**src/rtl/pc_gen.sv**
```systemverilog
`default_nettype none
//------------------------------------------------------------------------------
//  Module      : pc_gen
//  Description : Program-counter generator for the in-order RISC-V fetch
//                stage. It sequences the fetch address, stalls, and redirects
//                on traps and branches. A trap beats a branch. A redirect seen
//                while stalled is held and applied once the stall releases.
//                Every applied target is forced to instruction alignment, and
//                a misalignment flag reports when that changed the address.
//                A one-cycle flush pulse marks each redirect for IF/ID.
//  Revision    : 1.0 - initial release
//------------------------------------------------------------------------------
//  Ports
//    clk           in   1       clock, rising edge
//    rst           in   1       synchronous reset, active low
//    stall_i       in   1       hold pc (hazard unit / memory not ready)
//    branch_flag_i in   1       branch/jump taken
//    branch_addr_i in   ADDR_W  branch target
//    trap_flag_i   in   1       exception/interrupt redirect
//    trap_addr_i   in   ADDR_W  trap vector
//    pc            out  ADDR_W  fetch address
//    ce            out  1       instruction memory enable
//    flush_o       out  1       pc was loaded from a redirect on the last edge
//    misalign_o    out  1       that redirect target had nonzero low bits
//------------------------------------------------------------------------------
module pc_gen #(
   parameter int unsigned       ADDR_W     = 32,
   parameter logic [ADDR_W-1:0] RESET_VEC  = '0,
   parameter int unsigned       INST_BYTES = 4
) (
   input  logic              clk,
   input  logic              rst,
   input  logic              stall_i,
   input  logic              branch_flag_i,
   input  logic [ADDR_W-1:0] branch_addr_i,
   input  logic              trap_flag_i,
   input  logic [ADDR_W-1:0] trap_addr_i,
   output logic [ADDR_W-1:0] pc,
   output logic              ce,
   output logic              flush_o,
   output logic              misalign_o
);

   // INST_BYTES is 2 or 4, so the number of alignment bits is 1 or 2.
   localparam int unsigned       c_ALIGN_B = (INST_BYTES == 2) ? 1 : 2;
   localparam logic [ADDR_W-1:0] c_INC     = ADDR_W'(INST_BYTES);

   // BOOT keeps memory disabled. RUN fetches with no pending entry.
   // HOLD_PEND fetches with a captured redirect waiting for stall release.
   localparam logic [1:0] c_ST_BOOT = 2'd0;
   localparam logic [1:0] c_ST_RUN  = 2'd1;
   localparam logic [1:0] c_ST_HOLD = 2'd2;

   logic [1:0]        r_state;
   logic [ADDR_W-1:0] r_pc;
   logic              r_flush;
   logic              r_misalign;
   logic              r_pend_trap;   // pending kind: 1 = trap, 0 = branch
   logic [ADDR_W-1:0] r_pend_addr;   // raw, unaligned target

   logic              w_pend_valid;
   logic              w_live_valid;
   logic [ADDR_W-1:0] w_live_addr;
   logic              w_capture;
   logic              w_tgt_valid;
   logic [ADDR_W-1:0] w_tgt_addr;
   logic [ADDR_W-1:0] w_tgt_aligned;
   logic              w_tgt_misalign;
   logic [ADDR_W-1:0] w_pc_seq;

   always_comb begin
      w_pend_valid = (r_state == c_ST_HOLD);

      // The live redirect source for this cycle: trap first, then branch.
      w_live_valid = trap_flag_i | branch_flag_i;
      w_live_addr  = trap_flag_i ? trap_addr_i : branch_addr_i;

      // A trap always takes the pending entry. A branch takes it only when
      // the entry is free or already holds a branch, so a held trap is kept.
      w_capture = trap_flag_i |
                  (branch_flag_i & (~w_pend_valid | ~r_pend_trap));

      // On a non-stalled edge a live redirect beats the pending one.
      w_tgt_valid = w_live_valid | w_pend_valid;
      w_tgt_addr  = w_live_valid ? w_live_addr : r_pend_addr;

      w_tgt_aligned  = {w_tgt_addr[ADDR_W-1:c_ALIGN_B], {c_ALIGN_B{1'b0}}};
      w_tgt_misalign = |w_tgt_addr[c_ALIGN_B-1:0];

      // Sequential fetch wraps modulo 2^ADDR_W.
      w_pc_seq = r_pc + c_INC;
   end

   always_ff @(posedge clk) begin
      if (!rst) begin
         r_state     <= c_ST_BOOT;
         r_pc        <= RESET_VEC;
         r_flush     <= 1'b0;
         r_misalign  <= 1'b0;
         r_pend_trap <= 1'b0;
         r_pend_addr <= '0;
      end else begin
         case (r_state)
            c_ST_BOOT: begin
               // The first edge out of reset enables memory and keeps the
               // reset vector. Redirect and stall inputs are ignored here.
               r_state    <= c_ST_RUN;
               r_pc       <= RESET_VEC;
               r_flush    <= 1'b0;
               r_misalign <= 1'b0;
            end

            c_ST_RUN, c_ST_HOLD: begin
               if (stall_i) begin
                  r_flush    <= 1'b0;
                  r_misalign <= 1'b0;
                  if (w_capture) begin
                     r_pend_trap <= trap_flag_i;
                     r_pend_addr <= w_live_addr;
                     r_state     <= c_ST_HOLD;
                  end
               end else begin
                  // The release edge always empties the pending entry,
                  // whether or not it was the target that got applied.
                  r_state <= c_ST_RUN;
                  if (w_tgt_valid) begin
                     r_pc       <= w_tgt_aligned;
                     r_flush    <= 1'b1;
                     r_misalign <= w_tgt_misalign;
                  end else begin
                     r_pc       <= w_pc_seq;
                     r_flush    <= 1'b0;
                     r_misalign <= 1'b0;
                  end
               end
            end

            default: begin
               // Unreachable encoding: fall back to the boot state.
               r_state    <= c_ST_BOOT;
               r_pc       <= RESET_VEC;
               r_flush    <= 1'b0;
               r_misalign <= 1'b0;
            end
         endcase
      end
   end

   assign pc         = r_pc;
   assign ce         = (r_state != c_ST_BOOT);
   assign flush_o    = r_flush;
   assign misalign_o = r_misalign;

endmodule
`default_nettype wire

```
**config.mk**
```make
export PLATFORM = sky130hd
export DESIGN_NAME = pc_gen
export DESIGN_NICKNAME = d
export VERILOG_FILES = /design/src/rtl/pc_gen.sv
export SDC_FILE = /design/constraint.sdc
export NUM_CORES = 1
export LEC_CHECK = 0
export CORE_UTILIZATION = 54
export CTS_CLUSTER_DIAMETER = 30
export DETAILED_ROUTE_END_ITERATION = 12
export HOLD_SLACK_MARGIN = 0.1
export PLACE_DENSITY = 0.87
export SLEW_MARGIN = 30
export SYNTH_ARGS = -nofsm -noshare
export SYNTH_HDL_FRONTEND = slang
export SYNTH_SLANG_ARGS = --single-unit
```
**constraint.sdc**
```tcl
create_clock -name clk -period 4.3 [get_ports clk]
set_input_delay 0.43 -clock clk [delete_from_list [all_inputs] [get_ports clk]]
set_output_delay 0.43 -clock clk [all_outputs]
set_load 0.05 [all_outputs]
```
# Word level (Yosys, flattened, before mapping)
# Cells that the tools add are included.
[classes]
add_sub_neg = 1
bitwise_logic = 10
n_eq_ne = 3
n_reduce_logical = 8
mux = 7
[op_table]
columns = ["op", "count"]
rows = [
  ["2-to-1 mux 32 bit", 3],
  ["adder 32 x 3 -> 32 bit, second input constant", 1],
  ["NOT 1 bit", 5],
  ["2-to-1 mux 2 bit", 2],
  ["OR 1 bit", 4],
  ["one-hot mux 2 bit (2 select lines)", 1],
  ["OR reduction 2 bit", 2],
  ["OR reduction 4 bit", 1],
  ["!= test 3 bit, second input constant", 1],
  ["AND reduction 3 bit", 1],
  ["OR reduction 3 bit", 1],
  ["equality test 2 x 1 -> 1 bit, second input constant", 1],
  ["equality test 2 bit, second input constant", 1],
  ["logical NOT 2 bit", 1],
  ["AND reduction 2 bit", 1],
  ["nonzero test 2 bit", 1],
  ["AND 1 bit", 1],
  ["2-to-1 mux 1 bit", 1],
]
[word_totals]
output_inout_bits = 35
ff_bits = 69
elab_cells = 35

# Logic depth before layout (Yosys ltp)
[depth]
word_depth = 8
ltp_mapped = 9
depth_no_buf = 7

# Worst setup path after synthesis
# Ideal clock, no wire load.
[synth_timing]
path_type = "reg2reg"
from = "register r_pc[2] (netlist: pc[2])"
to = "register r_pc[24] (netlist: pc[24])"
arrival_time_ns = 2.166
path_buffers = 0
required_time_ns = 4.170
stages_incl_launch_ff = 7
path_slack_ns = 2.004
cell_sequence = "dfxtp_1 > ha_1 > nand3_4 > or4_4 > nor3_2 > mux2i_1 > o22ai_1"
[synth_via]
elab_chain_cells = 2
[synth_rtl]
columns = ["element", "line", "text"]
rows = [
  ["start, declared", "55", "logic [ADDR_W-1:0] r_pc;"],
  ["start signal, assigned", "127", "r_pc <= w_tgt_aligned;"],
  ["start signal, assigned", "131", "r_pc <= w_pc_seq;"],
  ["adder 32 x 3 -> 32 bit", "91", "w_pc_seq = r_pc + c_INC;"],
  ["2-to-1 mux 32 bit", "126", "if (w_tgt_valid) begin"],
]
# Every way passes these cells.
# A chain may end at the register's enable or synchronous reset.

# Final worst setup path
[layout_timing]
from = "register r_state[0]"
to = "register r_pend_addr[8]"
[layout_via]
elab_chain_cells = 6
[layout_rtl]
columns = ["element", "line", "text"]
rows = [
  ["start, declared", "54", "logic [1:0] r_state;"],
  ["start signal, assigned", "96", "r_state <= c_ST_BOOT;"],
  ["start signal, assigned", "107", "r_state <= c_ST_RUN;"],
  ["start signal, assigned", "120", "r_state <= c_ST_HOLD;"],
  ["equality test 2 bit", "72, 103", ""],
  ["NOT 1 bit", "81", "(branch_flag_i & (~w_pend_valid | ~r_pend_trap));"],
  ["OR 1 bit", "81", ""],
  ["AND 1 bit", "81", ""],
  ["OR 1 bit", "80", "w_capture = trap_flag_i |"],
  ["AND reduction 3 bit (no source line) *", "n/a", ""],
  ["end signal, assigned", "119", "r_pend_addr <= w_live_addr;"],
  ["end, declared", "59", "logic [ADDR_W-1:0] r_pend_addr;"],
]
# Every way passes the cells marked *; elsewhere a longest branch is shown, timed or not.

==> metrics.md <==
| Metric | Value |
|---|---|
| Setup-violating endpoint count in the final report | `0` |
| Worst-path fanout max | `29` |
| Fin crit period | `2.63 ns` |
| Post-Syn Area per Cell | `7.91 um2` |
| Initial antenna violation count | `0` |
| Area occupied by multi-input gates | `0.00253 mm2` |
| RSZ-0062 raised after global routing | `false` |
| Crit path DAT | `2.82 ns` |
| Power Density | `308 mW/mm2` |
| Sequential Area | `0.00134 mm2` |
| Fillers | `576` |
| Critical path cell sequence | `inv_1 -> ha_1 -> nand2_1 -> a21oi_1 -> nor2_4 -> buf_16 -> buf_4 -> nor2_1 -> a211oi_1` |
| Synth async-reset ratio | `0` |
| # H-tree levels | `3` |
| Initial core utilization | `0.563` |
| DRC | `0` |
| Pre-Repair DR Iteration Count | `6` |
| Slowest stage delay, CP | `0.63 ns` |
| CTS clk-pin slew, worst paths | `0.07 ns` |
| Post-synth EDFFs | `0` |
| Register area share after synthesis | `0.327` |
| Tcrit/Tclk final | `0.612` |
| Routed WL per cell | `18.2 um` |
| Worst Path Required | `4.49 ns` |
| CP top delay family | `adder cells` |
| CTS Buf Count | `9` |
| Crit. End Element | `flop` |
| Hold slack | `0.488 ns` |
| Share of cells above drive strength 1 | `0.0635` |
| WP buf/inv | `3` |
| Fmax | `0.380 GHz` |
| Area of the mapped netlist | `0.00411 mm2` |
| Ys flop type | `dfxtp_1` |
| DIE WIDTH | `89.2 um` |
| Area Overhead vs Synth | `28.9%` |
| Grt total ovfl | `0` |
| Synth warn | `0` |
| Nets@finish | `666` |
| Status | `finished clean` |
| Sum of negative setup slack | `0 ns` |
| Cell Rows | `31` |
| Worst-margin pin slew | `0.981 ns` |
| Ports | `104` |
| Clock Path Buffers | `2` |
| Clk root buf | `clkbuf_8` |
| Antenna cells | `0` |
| Later-pin clock latency in the skew report | `0.36 ns` |
| Cell accounting for the most synthesized area | `dfxtp_1` |
| Routability Congestion | `0.929` |
| Worst hold-check path type | `reg -> reg` |
| Final Skew | `0.0189 ns` |
| Post-cts sizing count | `0` |
| Count of input and output buffers | `101` |
| Distinct cells, synth | `59` |
| Die H | `89.2 um` |
| Synth area leaders | `dfxtp_1 33%, mux2i_1 7.3%, a21oi_1 6.0%, nor2_1 5.5%, a211oi_1 4.6%` |
| Avg Vias per Cell | `6.61` |
| Hold Buf Count CTS | `0` |
| CP Class | `reg -> reg` |
| Pwr Total | `0.00163 W` |
| Largest net degree at the start of global routing | `50` |
| Area share of the largest cell type after synthesis | `0.327` |
| Synth Register Bits | `67` |
| Final Slew Violations | `0` |
| Final Hold Fails | `0` |
| Core outline area | `0.00729 mm2` |
| Die area | `0.00796 mm2` |
| CTS tree | `yes` |
| Relative slew margins | `0.345` |
| Vias | `4610` |
| Cells after synthesis | `519` |
| All-layer global routing usage | `0.321` |
| Worst vdd ir | `0.261 mV` |
| Vias in the first global route | `4047` |
| Clock sinks | `67` |
| Post-detail-place hpwl | `8.72 mm` |
| Crit start category | `flop` |
| Postcts setup bufs | `0` |
| WL final | `12.7 mm` |
| Max-Cap Viols | `0` |
| Leakage | `2.01 nW` |
| First-pass GRT wire length | `19.6 mm` |
| Antenna viol nets, final | `0` |
| Slowest CP cell | `ha_1` |
| 1st-iter DRT viols | `577` |
sequential cells by signal, indices dropped and copies added (netlist names):
signal	count
misalign_o	1
flush_o	1
pc	30
r_pend_addr	32
r_state	2
r_pend_trap	1
cell type report:
| class | count | area share |
|---|---|---|
| clock buffers | 14 | 0.0307 |
| flip-flops and latches | 67 | 0.253 |
| well taps | 99 | 0.0234 |
| multi-input cells | 393 | 0.477 |
| repair buffers | 108 | 0.204 |
| clock inverters | 2 | 0.00189 |
| inverters | 14 | 0.00992 |
synth_stat cells (4+ instances only):
cell / count
o21ai_0: 30
o211ai_1: 4
dfxtp_1: 67
a221oi_1: 9
clkbuf_1: 28
a22oi_1: 4
nor3_1: 10
nand2_1: 44
a21oi_1: 49
nand3_1: 9
a31oi_1: 4
nand3b_1: 6
mux2i_1: 30
nand2b_1: 8
o22ai_1: 11
nand4_1: 10
a211oi_1: 25
nor2_1: 60
buf_2: 11
a221o_1: 13
o211a_1: 6
ha_1: 4
a311oi_1: 5
inv_1: 14
and3b_1: 5
path summary, 6_finish.rpt:
path,endpoint,cells after the start,slack (ns),start
worst min register to register,r_pend_trap,2,0.49,r_pend_trap
worst max-delay path,r_pend_addr[8],9,1.67,r_state[0]
worst min-delay path,r_pend_trap,2,0.49,r_pend_trap
worst max register to register,r_pend_addr[8],9,1.67,r_state[0]
where the power goes:
group          internal (W)  switching [W]
combinational      0.000183       0.000260
sequential         0.000671      0.0000431
clock              0.000240       0.000235
logic make-up (layout without fill, tap and decap cells):
logic type      count (synthesis)  after routing  synth area share
other cells                     1              2          0.000913
fa+ha+maj                       4              4            0.0122
mux                            30             30            0.0731
simple gates                  177            177             0.225
flops                          67             67             0.327
xor+xnor                        3              3           0.00640
buf+inv                        60            138            0.0631
compound gates                177            177             0.293
worst register-to-register path, cell delays in order, from the launching register on:
cell and delay (ns):
dfxtp_1 0.34, inv_1 0.09, ha_1 0.63, nand2_1 0.12, a21oi_1 0.46, nor2_4 0.22, buf_16 0.23, buf_4 0.20
nor2_1 0.12, a211oi_1 0.06
per-stage QoR:
stage	setup WS [ns]	area, um2	std cells	utilization
floorplan	2.00	4110	520	-
global placement	1.35	5090	680	0.697
detailed placement	1.24	5090	680	0.699
CTS	1.48	5270	696	0.722
global route	1.48	5300	697	0.726
finish	1.67	5300	697	0.726
layout by cell type, fill, tap and decap left out, types with 8 or more instances in the layout:
cell and n:
nor2_1 59, nand4_1 10, clkbuf_8 11, mux2i_1 30, inv_1 14, a221oi_1 9, o21ai_0 30, nand2_1 44
a211oi_1 25, a21oi_1 49, o22ai_1 11, nor3_1 10, nand3_1 9, a221o_1 13, clkdlybuf4s50_1 100, nand2b_1 8
dfxtp_1 67
layer usage:
| layer | track usage | vias up | routed length (um) |
|---|---|---|---|
| met2 | 0.501 | 319 | 5910 |
| met1 | 0.430 | 2163 | 5180 |
| met5 | 0 | - | 0 |
| li1 | - | 2084 | - |
| met3 | 0.0757 | 44 | 1300 |
| met4 | 0.127 | 0 | 310 |
Note: power is estimated with default switching activity, not from simulation.
